## src/rtl/tap_multi_user_if.sv

```systemverilog
// -----------------------------------------------------------------------------
// tap_multi_user_if
//
// Purpose
//   Bundles the four serial JTAG pins of the multi-user TAP so that the test
//   access port moves as one object between the TAP and whoever drives it
//   (a board-level probe model, a bench, or a chip-level pad ring).
//
// Signals
//   tms     probe -> TAP  test mode select, sampled on the rising edge of tck
//   tdi     probe -> TAP  serial data in, sampled on the rising edge of tck
//   tdo     TAP -> probe  serial data out, combinational from the selected
//                         shift register's bit 0
//   tdo_en  TAP -> probe  high only while the TAP is in Shift-DR or Shift-IR
//
// Transfer semantics
//   There is no valid/ready pair on a JTAG port: every rising edge of tck is
//   one transfer. The probe presents tms/tdi before the edge and reads tdo
//   before the same edge; tdo is only meaningful while tdo_en is high.
//
// Modports
//   master  the probe side (drives tms/tdi, observes tdo/tdo_en)
//   slave   the TAP side   (observes tms/tdi, drives tdo/tdo_en)
// -----------------------------------------------------------------------------
interface tap_multi_user_if;
    logic tms;
    logic tdi;
    logic tdo;
    logic tdo_en;

    modport master (
        output tms,
        output tdi,
        input  tdo,
        input  tdo_en
    );

    modport slave (
        input  tms,
        input  tdi,
        output tdo,
        output tdo_en
    );
endinterface

```

## src/rtl/tap_multi_user.sv

```systemverilog
// -----------------------------------------------------------------------------
// tap_multi_user
//
// Purpose
//   IEEE 1149.1 TAP controller with an IR of IR_LEN bits, a 32-bit IDCODE
//   register, a 1-bit BYPASS register and NUM_CH independent user data
//   registers of DR_WIDTH bits each. Each user channel captures a parallel
//   word from the logic side at Capture-DR and hands the shifted-in word back
//   through a holding update register plus a one-cycle strobe.
//
// Ports
//   tck           sole clock, every flop updates on its rising edge
//   reset         synchronous, active-low reset
//   jtag          serial pins (tms, tdi in; tdo, tdo_en out), slave side
//   user_capture  channel k parallel capture data at [k*DR_WIDTH +: DR_WIDTH]
//   user_update   channel k update register at [k*DR_WIDTH +: DR_WIDTH]
//   user_strobe   bit k pulses for one cycle when channel k's update
//                 register is written
//   ir_value      currently latched instruction
//   tstate        current TAP state (also the debug view of the FSM)
//
// Instruction decode
//   INSTR_IDCODE         -> IDCODE register
//   INSTR_USER0 + k      -> user channel k (k < NUM_CH)
//   anything else        -> BYPASS (includes the all-ones code)
//
// Assumptions: IR_LEN >= 2, DR_WIDTH >= 2, 1 <= NUM_CH <= 8, bit 0 of
// IDCODE_VAL is 1, and INSTR_USER0 + NUM_CH - 1 stays below all-ones.
// -----------------------------------------------------------------------------
module tap_multi_user #(
    parameter int                  IR_LEN       = 4,
    parameter int                  NUM_CH       = 2,
    parameter int                  DR_WIDTH     = 8,
    parameter logic [31:0]         IDCODE_VAL   = 32'h1A2B_3C4D,
    parameter int                  INSTR_IDCODE = 1,
    parameter int                  INSTR_USER0  = 8,
    parameter logic [DR_WIDTH-1:0] UPDATE_RST   = '0
) (
    input  logic                         tck,
    input  logic                         reset,
    tap_multi_user_if.slave              jtag,
    input  logic [NUM_CH*DR_WIDTH-1:0]   user_capture,
    output logic [NUM_CH*DR_WIDTH-1:0]   user_update,
    output logic [NUM_CH-1:0]            user_strobe,
    output logic [IR_LEN-1:0]            ir_value,
    output logic [3:0]                   tstate
);

    // -------------------------------------------------------------------------
    // TAP state encoding (standard 1149.1 values)
    // -------------------------------------------------------------------------
    typedef enum logic [3:0] {
        TLR      = 4'hF,
        RTI      = 4'hC,
        SEL_DR   = 4'h7,
        CAP_DR   = 4'h6,
        SH_DR    = 4'h2,
        EX1_DR   = 4'h1,
        PAUSE_DR = 4'h3,
        EX2_DR   = 4'h0,
        UPD_DR   = 4'h5,
        SEL_IR   = 4'h4,
        CAP_IR   = 4'hE,
        SH_IR    = 4'hA,
        EX1_IR   = 4'h9,
        PAUSE_IR = 4'hB,
        EX2_IR   = 4'h8,
        UPD_IR   = 4'hD
    } tap_state_t;

    localparam logic [IR_LEN-1:0] IR_CODE_IDCODE = IR_LEN'(INSTR_IDCODE);
    // Capture-IR pattern: the two LSBs are 01, the rest zero.
    localparam logic [IR_LEN-1:0] IR_CAPTURE     = IR_LEN'(1);

    tap_state_t state_q;
    tap_state_t state_d;

    // Shift registers
    logic [IR_LEN-1:0]   ir_sr;
    logic [31:0]         id_sr;
    logic                byp_sr;
    logic [DR_WIDTH-1:0] user_sr [NUM_CH];

    // Decode of the latched instruction
    logic                sel_idcode;
    logic [NUM_CH-1:0]   user_oh;
    logic                sel_user;

    logic                tdo_bit;

    // -------------------------------------------------------------------------
    // FSM: state register
    // -------------------------------------------------------------------------
    always_ff @(posedge tck) begin
        if (!reset) begin
            state_q <= TLR;
        end else begin
            state_q <= state_d;
        end
    end

    // -------------------------------------------------------------------------
    // FSM: next-state logic. Five tms=1 edges reach TLR from any state because
    // every state's tms=1 arc moves one step closer along the Select-IR path.
    // -------------------------------------------------------------------------
    always_comb begin
        state_d = state_q;
        case (state_q)
            TLR:      state_d = jtag.tms ? TLR      : RTI;
            RTI:      state_d = jtag.tms ? SEL_DR   : RTI;
            SEL_DR:   state_d = jtag.tms ? SEL_IR   : CAP_DR;
            CAP_DR:   state_d = jtag.tms ? EX1_DR   : SH_DR;
            SH_DR:    state_d = jtag.tms ? EX1_DR   : SH_DR;
            EX1_DR:   state_d = jtag.tms ? UPD_DR   : PAUSE_DR;
            PAUSE_DR: state_d = jtag.tms ? EX2_DR   : PAUSE_DR;
            EX2_DR:   state_d = jtag.tms ? UPD_DR   : SH_DR;
            UPD_DR:   state_d = jtag.tms ? SEL_DR   : RTI;
            SEL_IR:   state_d = jtag.tms ? TLR      : CAP_IR;
            CAP_IR:   state_d = jtag.tms ? EX1_IR   : SH_IR;
            SH_IR:    state_d = jtag.tms ? EX1_IR   : SH_IR;
            EX1_IR:   state_d = jtag.tms ? UPD_IR   : PAUSE_IR;
            PAUSE_IR: state_d = jtag.tms ? EX2_IR   : PAUSE_IR;
            EX2_IR:   state_d = jtag.tms ? UPD_IR   : SH_IR;
            UPD_IR:   state_d = jtag.tms ? SEL_DR   : RTI;
            default:  state_d = TLR;
        endcase
    end

    assign tstate = state_q;

    // -------------------------------------------------------------------------
    // Instruction decode. IDCODE wins if a user code ever aliases it, so at
    // most one data register is selected at any time.
    // -------------------------------------------------------------------------
    always_comb begin
        sel_idcode = (ir_value == IR_CODE_IDCODE);
        user_oh    = '0;
        for (int k = 0; k < NUM_CH; k++) begin
            if (!sel_idcode && (ir_value == IR_LEN'(INSTR_USER0 + k))) begin
                user_oh[k] = 1'b1;
            end
        end
    end

    assign sel_user = |user_oh;

    // -------------------------------------------------------------------------
    // Instruction register. ir_value changes only at the edge leaving
    // Update-IR (or is forced while in TLR), so a DR scan that is already
    // running always sees the previously latched instruction.
    // -------------------------------------------------------------------------
    always_ff @(posedge tck) begin
        if (!reset) begin
            ir_sr    <= '0;
            ir_value <= IR_CODE_IDCODE;
        end else begin
            case (state_q)
                TLR:     ir_value <= IR_CODE_IDCODE;
                CAP_IR:  ir_sr    <= IR_CAPTURE;
                SH_IR:   ir_sr    <= {jtag.tdi, ir_sr[IR_LEN-1:1]};
                UPD_IR:  ir_value <= ir_sr;
                default: ;
            endcase
        end
    end

    // -------------------------------------------------------------------------
    // Data registers. Only the selected register captures or shifts; the
    // others hold. Pause/Exit states fall to the default arm, so shift
    // contents survive a pause untouched.
    // -------------------------------------------------------------------------
    always_ff @(posedge tck) begin
        if (!reset) begin
            id_sr  <= '0;
            byp_sr <= 1'b0;
            for (int k = 0; k < NUM_CH; k++) begin
                user_sr[k] <= '0;
            end
        end else begin
            case (state_q)
                CAP_DR: begin
                    if (sel_idcode) begin
                        id_sr <= IDCODE_VAL;
                    end else if (sel_user) begin
                        for (int k = 0; k < NUM_CH; k++) begin
                            if (user_oh[k]) begin
                                user_sr[k] <= user_capture[k*DR_WIDTH +: DR_WIDTH];
                            end
                        end
                    end else begin
                        byp_sr <= 1'b0;
                    end
                end
                SH_DR: begin
                    if (sel_idcode) begin
                        id_sr <= {jtag.tdi, id_sr[31:1]};
                    end else if (sel_user) begin
                        for (int k = 0; k < NUM_CH; k++) begin
                            if (user_oh[k]) begin
                                user_sr[k] <= {jtag.tdi, user_sr[k][DR_WIDTH-1:1]};
                            end
                        end
                    end else begin
                        byp_sr <= jtag.tdi;
                    end
                end
                default: ;
            endcase
        end
    end

    // -------------------------------------------------------------------------
    // Update registers and strobe. Written on the edge that leaves Update-DR;
    // the strobe is cleared every other edge so it is exactly one cycle wide.
    // TLR deliberately leaves user_update alone; only reset restores it.
    // -------------------------------------------------------------------------
    always_ff @(posedge tck) begin
        if (!reset) begin
            user_update <= {NUM_CH{UPDATE_RST}};
            user_strobe <= '0;
        end else begin
            user_strobe <= '0;
            if (state_q == UPD_DR) begin
                for (int k = 0; k < NUM_CH; k++) begin
                    if (user_oh[k]) begin
                        user_update[k*DR_WIDTH +: DR_WIDTH] <= user_sr[k];
                        user_strobe[k]                      <= 1'b1;
                    end
                end
            end
        end
    end

    // -------------------------------------------------------------------------
    // Serial output. Combinational from bit 0 of the active shift register so
    // the first captured bit is visible during the first Shift cycle.
    // -------------------------------------------------------------------------
    always_comb begin
        tdo_bit = 1'b0;
        if (state_q == SH_IR) begin
            tdo_bit = ir_sr[0];
        end else if (state_q == SH_DR) begin
            if (sel_idcode) begin
                tdo_bit = id_sr[0];
            end else if (sel_user) begin
                for (int k = 0; k < NUM_CH; k++) begin
                    if (user_oh[k]) begin
                        tdo_bit = user_sr[k][0];
                    end
                end
            end else begin
                tdo_bit = byp_sr;
            end
        end
    end

    assign jtag.tdo    = tdo_bit;
    assign jtag.tdo_en = (state_q == SH_DR) || (state_q == SH_IR);

endmodule
```

## src/flat_wrapper.sv

```systemverilog
// flat-port wrapper written by rule: the top's interface ports become plain ports
module tap_multi_user_flat 
#(
    parameter int                  IR_LEN       = 4,
    parameter int                  NUM_CH       = 2,
    parameter int                  DR_WIDTH     = 8,
    parameter logic [31:0]         IDCODE_VAL   = 32'h1A2B_3C4D,
    parameter int                  INSTR_IDCODE = 1,
    parameter int                  INSTR_USER0  = 8,
    parameter logic [DR_WIDTH-1:0] UPDATE_RST   = '0
)
  (tck, reset, user_capture, user_update, user_strobe, ir_value, tstate, jtag_tms, jtag_tdi, jtag_tdo, jtag_tdo_en);
  tap_multi_user_if jtag_i ();
  input  logic tck;
  input  logic reset;
  input  logic [NUM_CH*DR_WIDTH-1:0] user_capture;
  output logic [NUM_CH*DR_WIDTH-1:0] user_update;
  output logic [NUM_CH-1:0] user_strobe;
  output logic [IR_LEN-1:0] ir_value;
  output logic [3:0] tstate;
  input wire logic [$bits(jtag_i.tms)-1:0] jtag_tms;
  input wire logic [$bits(jtag_i.tdi)-1:0] jtag_tdi;
  output wire logic [$bits(jtag_i.tdo)-1:0] jtag_tdo;
  output wire logic [$bits(jtag_i.tdo_en)-1:0] jtag_tdo_en;
  assign jtag_i.tms = jtag_tms;
  assign jtag_i.tdi = jtag_tdi;
  assign jtag_tdo = jtag_i.tdo;
  assign jtag_tdo_en = jtag_i.tdo_en;
  tap_multi_user #(.IR_LEN(IR_LEN), .NUM_CH(NUM_CH), .DR_WIDTH(DR_WIDTH), .IDCODE_VAL(IDCODE_VAL), .INSTR_IDCODE(INSTR_IDCODE), .INSTR_USER0(INSTR_USER0), .UPDATE_RST(UPDATE_RST)) u_core (.tck(tck), .reset(reset), .jtag(jtag_i), .user_capture(user_capture), .user_update(user_update), .user_strobe(user_strobe), .ir_value(ir_value), .tstate(tstate));
endmodule
```

## config.mk

```make
export PLATFORM = sky130hd
export DESIGN_NAME = tap_multi_user_flat
export DESIGN_NICKNAME = d
export VERILOG_FILES = /design/src/rtl/tap_multi_user_if.sv /design/src/rtl/tap_multi_user.sv /design/src/flat_wrapper.sv
export SDC_FILE = /design/constraint.sdc
export NUM_CORES = 1
export LEC_CHECK = 0
export ABC_CLOCK_PERIOD_IN_PS = 2500
export CAP_MARGIN = 0
export CORE_ASPECT_RATIO = 1.5
export CORE_MARGIN = 8
export CORE_UTILIZATION = 54
export CTS_BUF_LIST = sky130_fd_sc_hd__clkbuf_16
export DETAILED_ROUTE_END_ITERATION = 10
export GPL_ROUTABILITY_DRIVEN = 0
export PLACE_DENSITY = 0.87
export RECOVER_POWER = 100
export SLEW_MARGIN = 30
export SYNTH_ARGS = -nofsm -noshare
export SYNTH_HDL_FRONTEND = slang
export SYNTH_SLANG_ARGS = --single-unit
export TNS_END_PERCENT = 20
```

## constraint.sdc

```tcl
create_clock -name tck -period 2.5 [get_ports tck]
set_input_delay 0.5 -clock tck [delete_from_list [all_inputs] [get_ports tck]]
set_output_delay 0.5 -clock tck [all_outputs]
set_load 0.005 [all_outputs]
```

==> flow_summary.json <==
{
  "drtAntennaViolNets": 0,
  "post-place-ws_ns": 0.285,
  "cp.depth": 6,
  "endpoint_kind": "flop",
  "max_freq_ghz": 0.448,
  "async_reset_ff_frac": 0,
  "rr_worst_depth": 6,
  "min_path_type": "reg -> reg",
  "antenna_cells": 0,
  "power.density_mw_per_mm2": 684,
  "grt_max_degree": 61,
  "wl_microns": 7350,
  "reg2reg_to": "u_core.id_sr[3]$_SDFFE_PN0P_",
  "remaining_drc_errors": 0,
  "first_iter_violations": 195,
  "synth_top_area_share": 0.373,
  "fin_crit_ns": 2.23,
  "outcome": "complete, no violations",
  "vias": 2690,
  "grt_overflow": 0,
  "fp-row-count": 35,
  "crit_fanout": 32,
  "drv_slew": 0,
  "dr.pass1.iters": 6,
  "yosys_warnings": 0,
  "drive_gt1_frac": 0.0864,
  "p_sw_uw": 676,
  "clockRootBuffer": "clkbuf_16",
  "grt_pass1_vias": 2478,
  "relSlewSlack": 0.532,
  "fin_crit_sh": 0.893,
  "synth_edf_count": 16,
  "synthTopCellsByArea": "dfxtp_1 37%, edfxtp_1 14%, nand2_1 5.4%, mux2i_1 4.7%, nor3b_1 4.4%",
  "clkSinkCount": 79,
  "crit_start": "u_core.tstate[1]$_SDFF_PN1_",
  "wl_met2_microns": 3740,
  "cts_tree": "yes",
  "worstSkewPairLatency_ns": 0.34,
  "slowest_delay_ns": 0.51,
  "yosys_register_bits": 79,
  "timing_hold_violations_final": 0,
  "avgSynthCellArea_sq_um": 9.37,
  "core_area_sq_mm": 0.00609,
  "ios": 48,
  "vias_per_cell": 5.62,
  "wl_met1_microns": 2960,
  "cts_made_buffers": 9,
  "clock_skew_ns": 0.00845,
  "dp_hpwl_microns": 4730,
  "path_buf_inv": 2,
  "initial_core_util": 0.556,
  "seq_power_share": 0.470,
  "die_area_sq_mm": 0.00911,
  "die_h_microns": 113,
  "synth_top_area_cell": "dfxtp_1",
  "maxCapViolCount": 0,
  "portBuffers": 47,
  "swShare": 0.237,
  "area_delta_synth_final_pct": 23.4,
  "fin_tns_setup_ns": 0,
  "timing.rr.start": "u_core.tstate[1]$_SDFF_PN1_",
  "whs_ns": 0.449,
  "wl_per_cell_microns": 15.3,
  "tightest_slew_ns": 0.696,
  "routed.top_layer": "met4",
  "grt_use_total": 0.162,
  "critPathSlowestCell": "nor3b_1",
  "fp.dieW_microns": 80.6,
  "path_cells": "buf_4 -> nor3b_1 -> and2_1 -> clkbuf_2 -> nor2_1 -> nor3b_1",
  "cts_max_level": 3,
  "syn_area_sq_mm": 0.00338,
  "rsz0062_at_grt": "false",
  "yosysSeqAreaShare": 0.515,
  "met3_length_microns": 471,
  "leakage_nw": 1.61,
  "clk_path_buf_depth": 2,
  "layout_commonest_cell": "dfxtp_1",
  "cp-endpoint": "u_core.id_sr[3]$_SDFFE_PN0P_",
  "r2r_setup_slack_ns": 0.27,
  "crit_family": "simple AND/OR/NAND/NOR gates",
  "synth_fp_nets": 381,
  "critical_path_class": "reg -> reg",
  "nets": 420,
  "cts.clk_slew.worst_paths_ns": 0.06,
  "pwr-share-comb": 0.085,
  "clkPwrFrac": 0.445,
  "mostFrequentLayoutCells": "62 x dfxtp_1, 49 x nand2_1, 35 x nor2_1",
  "cp-start-kind": "flop",
  "grt_pass1_wl_microns": 11800,
  "crit_top_cell": "nor3b_1",
  "fin_ws_ns": 0.268,
  "max-vdd-ir-drop_uv": 420,
  "setup_violations": 0,
  "arrival_ns": 2.47,
  "synth.distinct_cells": 37,
  "p_int_mw": 2.18,
  "synthesis.instances": 361,
  "ys.flop_type": "dfxtp_1",
  "antenna_found_initial": 0,
  "cp_data_required_time_ns": 2.73
}
==> repair_timing <==
| action | in CTS | in global routing |
|---|---|---|
| resized for setup | 1 | 7 |
| setup endpoints to repair | 1 | 1 |
| hold buffers | 0 | 0 |
| buffers inserted | 0 | 0 |
| pin swaps | 0 | 1 |
==> state kept, by name, indices dropped and copies added (netlist names) <==
register and flops:
u_core.ir_sr 4, u_core.tstate 4, u_core.byp_sr 1, u_core.id_sr 32, u_core.user_strobe 2, u_core.user_update 16
u_core.user_sr 16, u_core.ir_value 4
==> worst reg2reg max path, delay by kind of cell (launching register included) <==
| family | cells | cell delay, ns |
|---|---|---|
| and+or+nand+nor | 4 | 1.11 |
| buffers and inverters | 2 | 0.67 |
| DFF | 1 | 0.35 |
==> synth_stat cells, types with 9 or more instances <==
master	instances
a21boi_0	15
a21oi_1	9
clkbuf_1	18
dfxtp_1	63
edfxtp_1	16
mux2i_1	16
nand2_1	49
nand3_1	18
nand3b_1	16
nor2_1	35
nor3_1	15
nor3b_1	20
o21ai_0	14
==> routing by layer <==
| layer | GRT usage | up-vias |
|---|---|---|
| met5 | 0 | - |
| met4 | 0.0732 | 0 |
| met3 | 0.0468 | 16 |
| met2 | 0.271 | 73 |
| met1 | 0.183 | 1270 |
| li1 | - | 1331 |
==> stage by stage <==
stage	total power, mW	cells	util	instance area (sq um)
6_report	2.86	479	0.686	4170
5_1_grt	2.96	479	0.686	4170
4_1_cts	2.88	479	0.687	4180
3_5_place_dp	1.61	463	0.637	3880
3_3_place_gp	1.61	463	0.637	3880
2_1_floorplan	1.52	361	-	3380
==> area by class of cell <==
type	instances	area, sq um
Sequential cell	79	1740
Fill cell	454	1910
Clock inverter	6	48.8
Timing Repair Buffer	57	533
Inverter	4	15.0
Multi-Input combinational cell	249	1490
Clock buffer	10	250
Tap cell	74	92.6
==> kinds of logic (layout without fill, tap and decap cells) <==
kind of cell           count (synthesis)  count (layout)  synth area share
DFF                                   79              79             0.515
muxes                                 17              17            0.0507
buffers and inverters                 33              77            0.0455
and+or+nand+nor                      174             174             0.273
AOI/OAI and AO/OA                     58              58             0.116
==> worst min-delay path by stage <==
stage                     slack, ns                          start  depth (start not counted)                            end
final                          0.45   u_core.id_sr[1]$_SDFFE_PN0P_                          2   u_core.id_sr[1]$_SDFFE_PN0P_
after global routing           0.47   u_core.id_sr[1]$_SDFFE_PN0P_                          2   u_core.id_sr[1]$_SDFFE_PN0P_
after CTS                      0.45   u_core.id_sr[1]$_SDFFE_PN0P_                          2   u_core.id_sr[1]$_SDFFE_PN0P_
after detailed placement       0.44   u_core.id_sr[1]$_SDFFE_PN0P_                          2   u_core.id_sr[1]$_SDFFE_PN0P_
after global placement         0.44   u_core.id_sr[1]$_SDFFE_PN0P_                          2   u_core.id_sr[1]$_SDFFE_PN0P_
after floorplan                0.43  u_core.id_sr[30]$_SDFFE_PN0P_                          2  u_core.id_sr[30]$_SDFFE_PN0P_
==> power by group through the flow <==
stage          sequential [mW]  clock [mW]  combinational [mW]
2_1_floorplan             1.37           0               0.155
3_3_place_gp              1.37           0               0.239
6_report                  1.34        1.27               0.242
3_5_place_dp              1.37           0               0.242
4_1_cts                   1.34        1.30               0.245
5_1_grt                   1.35        1.35               0.263
(Power assumes the default switching activity.)
